File: config.mk
export PLATFORM = sky130hd
export DESIGN_NAME = unidade_busca
export DESIGN_NICKNAME = d
export VERILOG_FILES = /design/src/rtl/unidade_busca.sv
export SDC_FILE = /design/constraint.sdc
export NUM_CORES = 1
export LEC_CHECK = 0
export BUFFER_PORTS_ARGS = -buffer_cell sky130_fd_sc_hd__buf_2
export CAP_MARGIN = 20
export CORE_MARGIN = 1
export CORE_UTILIZATION = 50
export CTS_BUF_LIST = sky130_fd_sc_hd__clkbuf_4
export DETAILED_ROUTE_END_ITERATION = 8
export PLACE_DENSITY = 0.82
export SLEW_MARGIN = 5
export SYNTH_ARGS = -nofsm -noshare
export SYNTH_HDL_FRONTEND = slang
export SYNTH_SLANG_ARGS = --single-unit
File: constraint.sdc
create_clock -name clk -period 2.2 [get_ports clk]
set_input_delay 0.44 -clock clk [delete_from_list [all_inputs] [get_ports clk]]
set_output_delay 0.44 -clock clk [all_outputs]
set_load 0.02 [all_outputs]
File: src/rtl/unidade_busca.sv
// -----------------------------------------------------------------------------
// unidade_busca -- instruction fetch unit
//
// Fetches one 16-bit instruction word per EscIR request, holds it in IR and
// owns the program counter. A fetch presents PC on mem_addr with mem_req high
// until mem_ack returns the word; if no ack arrives within 15 wait cycles the
// fetch is abandoned and the sticky erro flag is raised.
//
// Ports
//   clk           in   system clock, rising edge
//   rst           in   asynchronous active-high reset
//   EscIR         in   fetch request (ignored while a fetch is in progress)
//   EscCP         in   unconditional PC write
//   EscCondCP     in   conditional PC write (branch opcodes 4'hB / 4'hC)
//   FonteCP       in   PC source: 0 = ula_resultado, 1 = IR[7:0]
//   ula_resultado in   ALU result (PC+1 or branch target)
//   ula_zero      in   ALU zero flag
//   mem_req       out  instruction memory read request
//   mem_addr      out  instruction memory address, latched at fetch start
//   mem_ack       in   read data valid strobe
//   mem_dado      in   instruction word from memory
//   IR            out  instruction register
//   opcode        out  IR[15:12]
//   PC            out  program counter
//   pronto        out  one-cycle pulse, new instruction in IR
//   erro          out  sticky fetch-timeout flag
// -----------------------------------------------------------------------------
module unidade_busca (
    input  logic        clk,
    input  logic        rst,
    input  logic        EscIR,
    input  logic        EscCP,
    input  logic        EscCondCP,
    input  logic        FonteCP,
    input  logic [7:0]  ula_resultado,
    input  logic        ula_zero,
    output logic        mem_req,
    output logic [7:0]  mem_addr,
    input  logic        mem_ack,
    input  logic [15:0] mem_dado,
    output logic [15:0] IR,
    output logic [3:0]  opcode,
    output logic [7:0]  PC,
    output logic        pronto,
    output logic        erro
);

    typedef enum logic [1:0] {
        OCIOSO,
        BUSCA,
        CARREGADO
    } estado_t;

    // Branch-if-zero and branch-if-not-zero opcodes.
    localparam logic [3:0] OpBeq = 4'hB;
    localparam logic [3:0] OpBne = 4'hC;

    // Counter value seen in the 15th wait cycle; no ack there means timeout.
    localparam logic [3:0] TimeoutUltimo = 4'd14;

    estado_t     r_estado;
    logic [3:0]  r_timeout;
    logic        r_mem_req;
    logic [7:0]  r_mem_addr;
    logic [15:0] r_ir;
    logic [7:0]  r_pc;
    logic        r_pronto;
    logic        r_erro;

    logic        w_desvio_tomado;
    logic        w_pc_escreve;
    logic [7:0]  w_pc_prox;

    // ------------------------------------------------------------------
    // Fetch FSM with registered outputs
    // ------------------------------------------------------------------
    always_ff @(posedge clk or posedge rst) begin
        if (rst) begin
            r_estado   <= OCIOSO;
            r_timeout  <= 4'd0;
            r_mem_req  <= 1'b0;
            r_mem_addr <= 8'h00;
            r_ir       <= 16'h0000;
            r_pronto   <= 1'b0;
            r_erro     <= 1'b0;
        end else begin
            r_pronto <= 1'b0;
            case (r_estado)
                OCIOSO: begin
                    if (EscIR) begin
                        // Latches the PC value before any same-cycle PC write.
                        r_estado   <= BUSCA;
                        r_mem_req  <= 1'b1;
                        r_mem_addr <= r_pc;
                        r_timeout  <= 4'd0;
                    end
                end
                BUSCA: begin
                    if (mem_ack) begin
                        // Ack takes priority over a timeout in the same cycle.
                        r_ir      <= mem_dado;
                        r_mem_req <= 1'b0;
                        r_pronto  <= 1'b1;
                        r_estado  <= CARREGADO;
                    end else if (r_timeout == TimeoutUltimo) begin
                        r_mem_req <= 1'b0;
                        r_erro    <= 1'b1;
                        r_estado  <= OCIOSO;
                    end else begin
                        r_timeout <= r_timeout + 4'd1;
                    end
                end
                CARREGADO: begin
                    // pronto is high for this single cycle; EscIR is ignored.
                    r_estado <= OCIOSO;
                end
                default: begin
                    r_estado <= OCIOSO;
                end
            endcase
        end
    end

    // ------------------------------------------------------------------
    // Program counter, writable in every FSM state
    // ------------------------------------------------------------------
    always_comb begin
        w_desvio_tomado = ((r_ir[15:12] == OpBeq) &&  ula_zero) ||
                          ((r_ir[15:12] == OpBne) && !ula_zero);
        w_pc_escreve    = EscCP || (EscCondCP && w_desvio_tomado);
        w_pc_prox       = FonteCP ? r_ir[7:0] : ula_resultado;
    end

    always_ff @(posedge clk or posedge rst) begin
        if (rst) begin
            r_pc <= 8'h00;
        end else if (w_pc_escreve) begin
            r_pc <= w_pc_prox;
        end
    end

    assign mem_req  = r_mem_req;
    assign mem_addr = r_mem_addr;
    assign IR       = r_ir;
    assign opcode   = r_ir[15:12];
    assign PC       = r_pc;
    assign pronto   = r_pronto;
    assign erro     = r_erro;

endmodule
; ---- Word level (Yosys, flattened, before mapping)
; Index checks and enable logic that the tools add are counted.
[classes]
n_addsub = 1
n_eq_ne = 8
mux = 15
bitwise_logic = 1
reduce_logical = 14
[op_table]
columns = operator, n
row1 = $eq 4x4->1 const B, 3
row2 = $mux 4, 3
row3 = $mux 8, 1
row4 = $pmux 4 s2, 1
row5 = $mux 2, 3
row6 = $ne 2x2->1 const B, 3
row7 = $reduce_and 2->1, 3
row8 = $reduce_and 3->1, 2
row9 = $mux 1, 5
row10 = $add 4x1->4 const B, 1
row11 = $pmux 2 s2, 1
row12 = $reduce_and 4->1, 1
row13 = $logic_and 1x1->1, 3
row14 = $ne 3x3->1 const B, 1
row15 = $eq 2x1->1 const B, 1
row16 = $logic_not 2->1, 1
row17 = $logic_or 1x1->1, 2
row18 = $pmux 1 s2, 1
row19 = $reduce_bool 2->1, 1
row20 = $logic_not 1->1, 1
row21 = $not 1->1, 1
[word_totals]
ff_bits = 41
in_bits = 32
out_inout_bits = 39

; ---- Logic depth before layout (Yosys ltp)
[depth]
word_depth = 5
depth_mapped = 6
ltp_nobuf = 6

; ---- Worst setup path after synthesis
; No wires, ideal clock.
[synth_timing]
path_kind = flip-flop to flip-flop
startpoint = register r_ir[12], in the netlist IR[12]
endpoint = register r_pc[0], in the netlist PC[0]
setup_ns = 0.125
arrival_ns = 1.532
required_ns = 2.075
path_slack_ns = 0.543
path_stages_with_launch = 5
period_less_slack_ns = 1.657
cell_sequence = dfrtp_1 -> or4b_1 -> nand2_1 -> a31oi_4 -> mux2_2
[synth_between]
elab_chain_len = 5
word_cells_on_any_way = 7
classes_between = eq/ne: 2 / reduce/logical: 5
[synth_lines]
columns = item, line
row1 = start: declaration, 65  ; logic [15:0] r_ir;
row2 = start signal: assignment, 101  ; r_ir <= mem_dado;
row3 = $eq 4x4->1 (on tied branches), "128, 129"
row4 = $logic_and 1x1->1 (on tied branches), "128, 129"
row5 = $logic_or 1x1->1 (*), 128  ; w_desvio_tomado = ((r_ir[15:12] == OpBeq) && ula_zero) ||
row6 = $logic_and 1x1->1 (*), 130  ; w_pc_escreve = EscCP || (EscCondCP && w_desvio_tomado);
row7 = $logic_or 1x1->1 (*), 130
row8 = end signal: assignment, 138  ; r_pc <= w_pc_prox;
row9 = end: declaration, 66  ; logic [7:0] r_pc;
; Every way passes the cells marked *; elsewhere a longest branch is shown, timed or not.
; A chain may end at the register's enable or synchronous reset.

; ---- Worst setup path in the final report
[layout_timing]
startpoint = register r_ir[12], in the netlist IR[12]
endpoint = register r_pc[6], in the netlist PC[6]
; The elaborated chain is that of the path after synthesis.

==> flow_results.xml <==
<?xml version="1.0" encoding="UTF-8"?>
<metrics>
  <group name="pwr">
    <metric name="total_leakage_power" unit="nW">1.10</metric>
    <metric name="irDropWorstVdd" unit="V">0.000783</metric>
    <metric name="total_power" unit="W">0.00315</metric>
    <metric name="p_per_area" unit="nW/um^2">1400</metric>
  </group>
  <group name="status">
    <metric name="run_status" unit="">completed</metric>
  </group>
  <group name="sta">
    <metric name="holdWs" unit="ps">201</metric>
    <metric name="maxSlewViolCount" unit="">0</metric>
    <metric name="final.setup.worst_slack" unit="ps">537</metric>
    <metric name="timing.fmax" unit="MHz">601</metric>
    <metric name="finalCritPeriodShare" unit="%">75.6</metric>
    <metric name="timing.clock.skew" unit="ps">4.46</metric>
    <metric name="tightest_slew" unit="ps">507</metric>
    <metric name="finalSetupTns" unit="ps">0</metric>
    <metric name="timing.final.crit_period" unit="ps">1660</metric>
    <metric name="report.final.setup_viol" unit="">0</metric>
    <metric name="slew-limit-headroom" unit="%">66.2</metric>
    <metric name="timing_hold_violations_final" unit="">0</metric>
    <metric name="rsz0062_at_grt" unit="">no</metric>
  </group>
  <group name="floorplan">
    <metric name="num_io_pins" unit="">71</metric>
    <metric name="rows" unit="">21</metric>
    <metric name="die_w" unit="um">62.0</metric>
    <metric name="dieArea" unit="sq um">3840</metric>
    <metric name="core-area" unit="sq um">3390</metric>
    <metric name="chipHeight" unit="um">62.0</metric>
    <metric name="floorplan.initialDensity" unit="%">53.0</metric>
  </group>
  <group name="hold_path">
    <metric name="worst_hold_path_type" unit="">primary input to async pin</metric>
  </group>
  <group name="synthesis">
    <metric name="postSynthRegisterBits" unit="">41</metric>
    <metric name="postSynth.asyncResetShare" unit="%">100</metric>
    <metric name="yosysTopAreaCellShare" unit="%">57.1</metric>
    <metric name="netlist_top_cells_area" unit="">sky130_fd_sc_hd__dfrtp_1 (57%), sky130_fd_sc_hd__mux2_2 (25%), sky130_fd_sc_hd__buf_4 (2.1%)</metric>
    <metric name="synth_sequential_area_ratio" unit="%">57.1</metric>
    <metric name="synth-edff-count" unit="">0</metric>
    <metric name="ys_types" unit="">28</metric>
    <metric name="syn_nets" unit="">164</metric>
    <metric name="netlist_instances" unit="">130</metric>
    <metric name="yosys.area.top_type" unit="">sky130_fd_sc_hd__dfrtp_1</metric>
    <metric name="synth.cell_area" unit="sq um">1800</metric>
    <metric name="post_synth.cell_area_avg" unit="sq um">13.8</metric>
    <metric name="ys_warnings" unit="">0</metric>
    <metric name="ys.flop_type" unit="">sky130_fd_sc_hd__dfrtp_1</metric>
  </group>
  <group name="routing">
    <metric name="remaining_drc_errors" unit="">0</metric>
    <metric name="dr.first_iter.drc_count" unit="">49</metric>
    <metric name="routed_len_inst" unit="um">14.6</metric>
    <metric name="routed_wl" unit="um">3630</metric>
    <metric name="final_ant_viol_nets" unit="">0</metric>
    <metric name="drt_pre_antenna_iters" unit="">4</metric>
    <metric name="route.detailed.vias_per_inst" unit="">5.14</metric>
    <metric name="vias" unit="">1280</metric>
  </group>
  <group name="cells_and_area">
    <metric name="final_cell_mix" unit="">sky130_fd_sc_hd__buf_2 (70), sky130_fd_sc_hd__dfrtp_1 (41), sky130_fd_sc_hd__mux2_2 (40)</metric>
    <metric name="post_route_cells_drive_above_1_share" unit="%">61.1</metric>
    <metric name="layout_commonest_cell" unit="">sky130_fd_sc_hd__buf_2</metric>
    <metric name="syn_to_final_growth" unit="%">25.5</metric>
    <metric name="nets" unit="">236</metric>
    <metric name="num_antenna_cells" unit="">0</metric>
    <metric name="n_fill_cell" unit="">267</metric>
  </group>
  <group name="cts">
    <metric name="cts-root-buf" unit="">sky130_fd_sc_hd__clkbuf_4</metric>
    <metric name="cts_hold_buf" unit="">0</metric>
    <metric name="worst_setup_hold_path_clk_slew" unit="ps">120</metric>
    <metric name="cts.sinks" unit="">41</metric>
    <metric name="clk_path_buf_depth" unit="">2</metric>
    <metric name="tritoncts" unit="">yes</metric>
    <metric name="cts_resized" unit="">0</metric>
    <metric name="clock_tree.htree_level_count" unit="">2</metric>
    <metric name="postCtsSetupRepairBufs" unit="">0</metric>
    <metric name="numCtsBuffers" unit="">5</metric>
    <metric name="clock_latency_reported_for_the_late_side_of_the_worst_skew_pair" unit="ps">330</metric>
  </group>
  <group name="critical_path">
    <metric name="cp.required" unit="ps">2430</metric>
    <metric name="slowest_stage" unit="">sky130_fd_sc_hd__or4b_1</metric>
    <metric name="setup.worst_path.start_class" unit="">flip-flop</metric>
    <metric name="path_cells" unit="">or4b_1, nand2_1, a31oi_4, mux2_2</metric>
    <metric name="critPathMaxFanout" unit="">8</metric>
    <metric name="critPathMaxStageDelay" unit="ps">530</metric>
    <metric name="crit_path_end_kind" unit="">flip-flop</metric>
    <metric name="crit_arrival" unit="ps">1890</metric>
    <metric name="crit_type" unit="">flip-flop to flip-flop</metric>
  </group>
  <group name="grt">
    <metric name="global_route_wire_length_before_repair" unit="um">5310</metric>
    <metric name="grt_antenna_before_repair" unit="">0</metric>
    <metric name="grt_start_max_net_pins" unit="">42</metric>
    <metric name="grt_util_all_layers" unit="%">19.9</metric>
    <metric name="first_global_vias" unit="">1180</metric>
    <metric name="grt_overflow" unit="">0</metric>
  </group>
  <group name="flow_run">
    <metric name="drv_cap" unit="">0</metric>
  </group>
  <group name="placement">
    <metric name="dpl_worst_slack" unit="ps">443</metric>
    <metric name="port_buffers" unit="">70</metric>
    <metric name="place_congestion" unit="">0.700</metric>
    <metric name="place_hpwl" unit="um">2750</metric>
  </group>
</metrics>
-- metal layers --
layer | track usage (%) | vias up | share of wire (%)
li1 | - | 607 | -
met1 | 23.9 | 623 | 42
met2 | 31.9 | 46 | 52
met3 | 8.07 | 4 | 4.7
met4 | 7.62 | 0 | 1.0
met5 | 0 | - | 0
-- registers in the layout, summed over array words and instances (netlist names) --
| register | cells |
|---|---|
| r_timeout | 4 |
| mem_addr | 8 |
| PC | 8 |
| IR | 16 |
| pronto | 1 |
| r_estado | 2 |
| erro | 1 |
| mem_req | 1 |
-- final cells by class --
class                      instances  area (sq um)  area share (%)
tap                               46          57.6            2.55
sequential                        41          1030            45.5
multi-input combinational         75           698            30.9
clock inverter                     2          33.8            1.50
inverter                           6          22.5           0.998
clock buffer                       6          45.0            2.00
timing repair buffer              73           373            16.5
-- worst max-delay path, delay by kind of cell, from the launching register on --
family | cells | cell delay, ps
simple gates | 2 | 660
flops | 1 | 430
mux | 1 | 320
compound gates | 1 | 160
-- synthesized netlist by cell type (all sizes together), types with 2 or more instances --
| cell | count |
|---|---|
| and3 | 2 |
| o21ai | 4 |
| mux2 | 40 |
| a21oi | 5 |
| dfrtp | 41 |
| nand2b | 2 |
| buf | 8 |
| ha | 2 |
| nor3 | 2 |
| inv | 6 |
| nor2 | 4 |
| nand4 | 2 |
-- final timing paths --
path                                  start  endpoint  slack (ps)  depth (start not counted)
worst min-delay path                    rst    pronto         200                          3
worst min register to register         erro      erro         490                          1
max in group asynchronous               rst     IR[8]        1650                          3
worst max register to register       IR[12]     PC[6]         540                          4
worst max-delay path                 IR[12]     PC[6]         540                          4
min in group clk                mem_dado[6]     IR[6]         330                          2
-- cells by family after synthesis --
family          after synthesis  synth area share (%)
mux                          40                  25.1
fa+ha+maj                     2                  1.39
simple gates                 18                  6.40
buf+inv                      14                  4.11
compound gates               15                  5.99
flops                        41                  57.1
-- power breakdown --
| group | switching (W) | total, W | internal, W |
|---|---|---|---|
| clock network | 0.000237 | 0.000486 | 0.000249 |
| logic | 0.000765 | 0.00135 | 0.000582 |
| registers | 0.000245 | 0.00132 | 0.00107 |
| total | 0.00125 | 0.00315 | 0.00190 |
-- stage by stage --
step / std cells / cell area (sq um) / utilization, %
2_1_floorplan: 130 / 1800 / -
6_report: 249 / 2260 / 66.6
4_1_cts: 249 / 2260 / 66.6
3_3_place_gp: 241 / 2180 / 64.2
5_1_grt: 249 / 2260 / 66.6
3_5_place_dp: 241 / 2180 / 64.2
(Power assumes the default switching activity.)
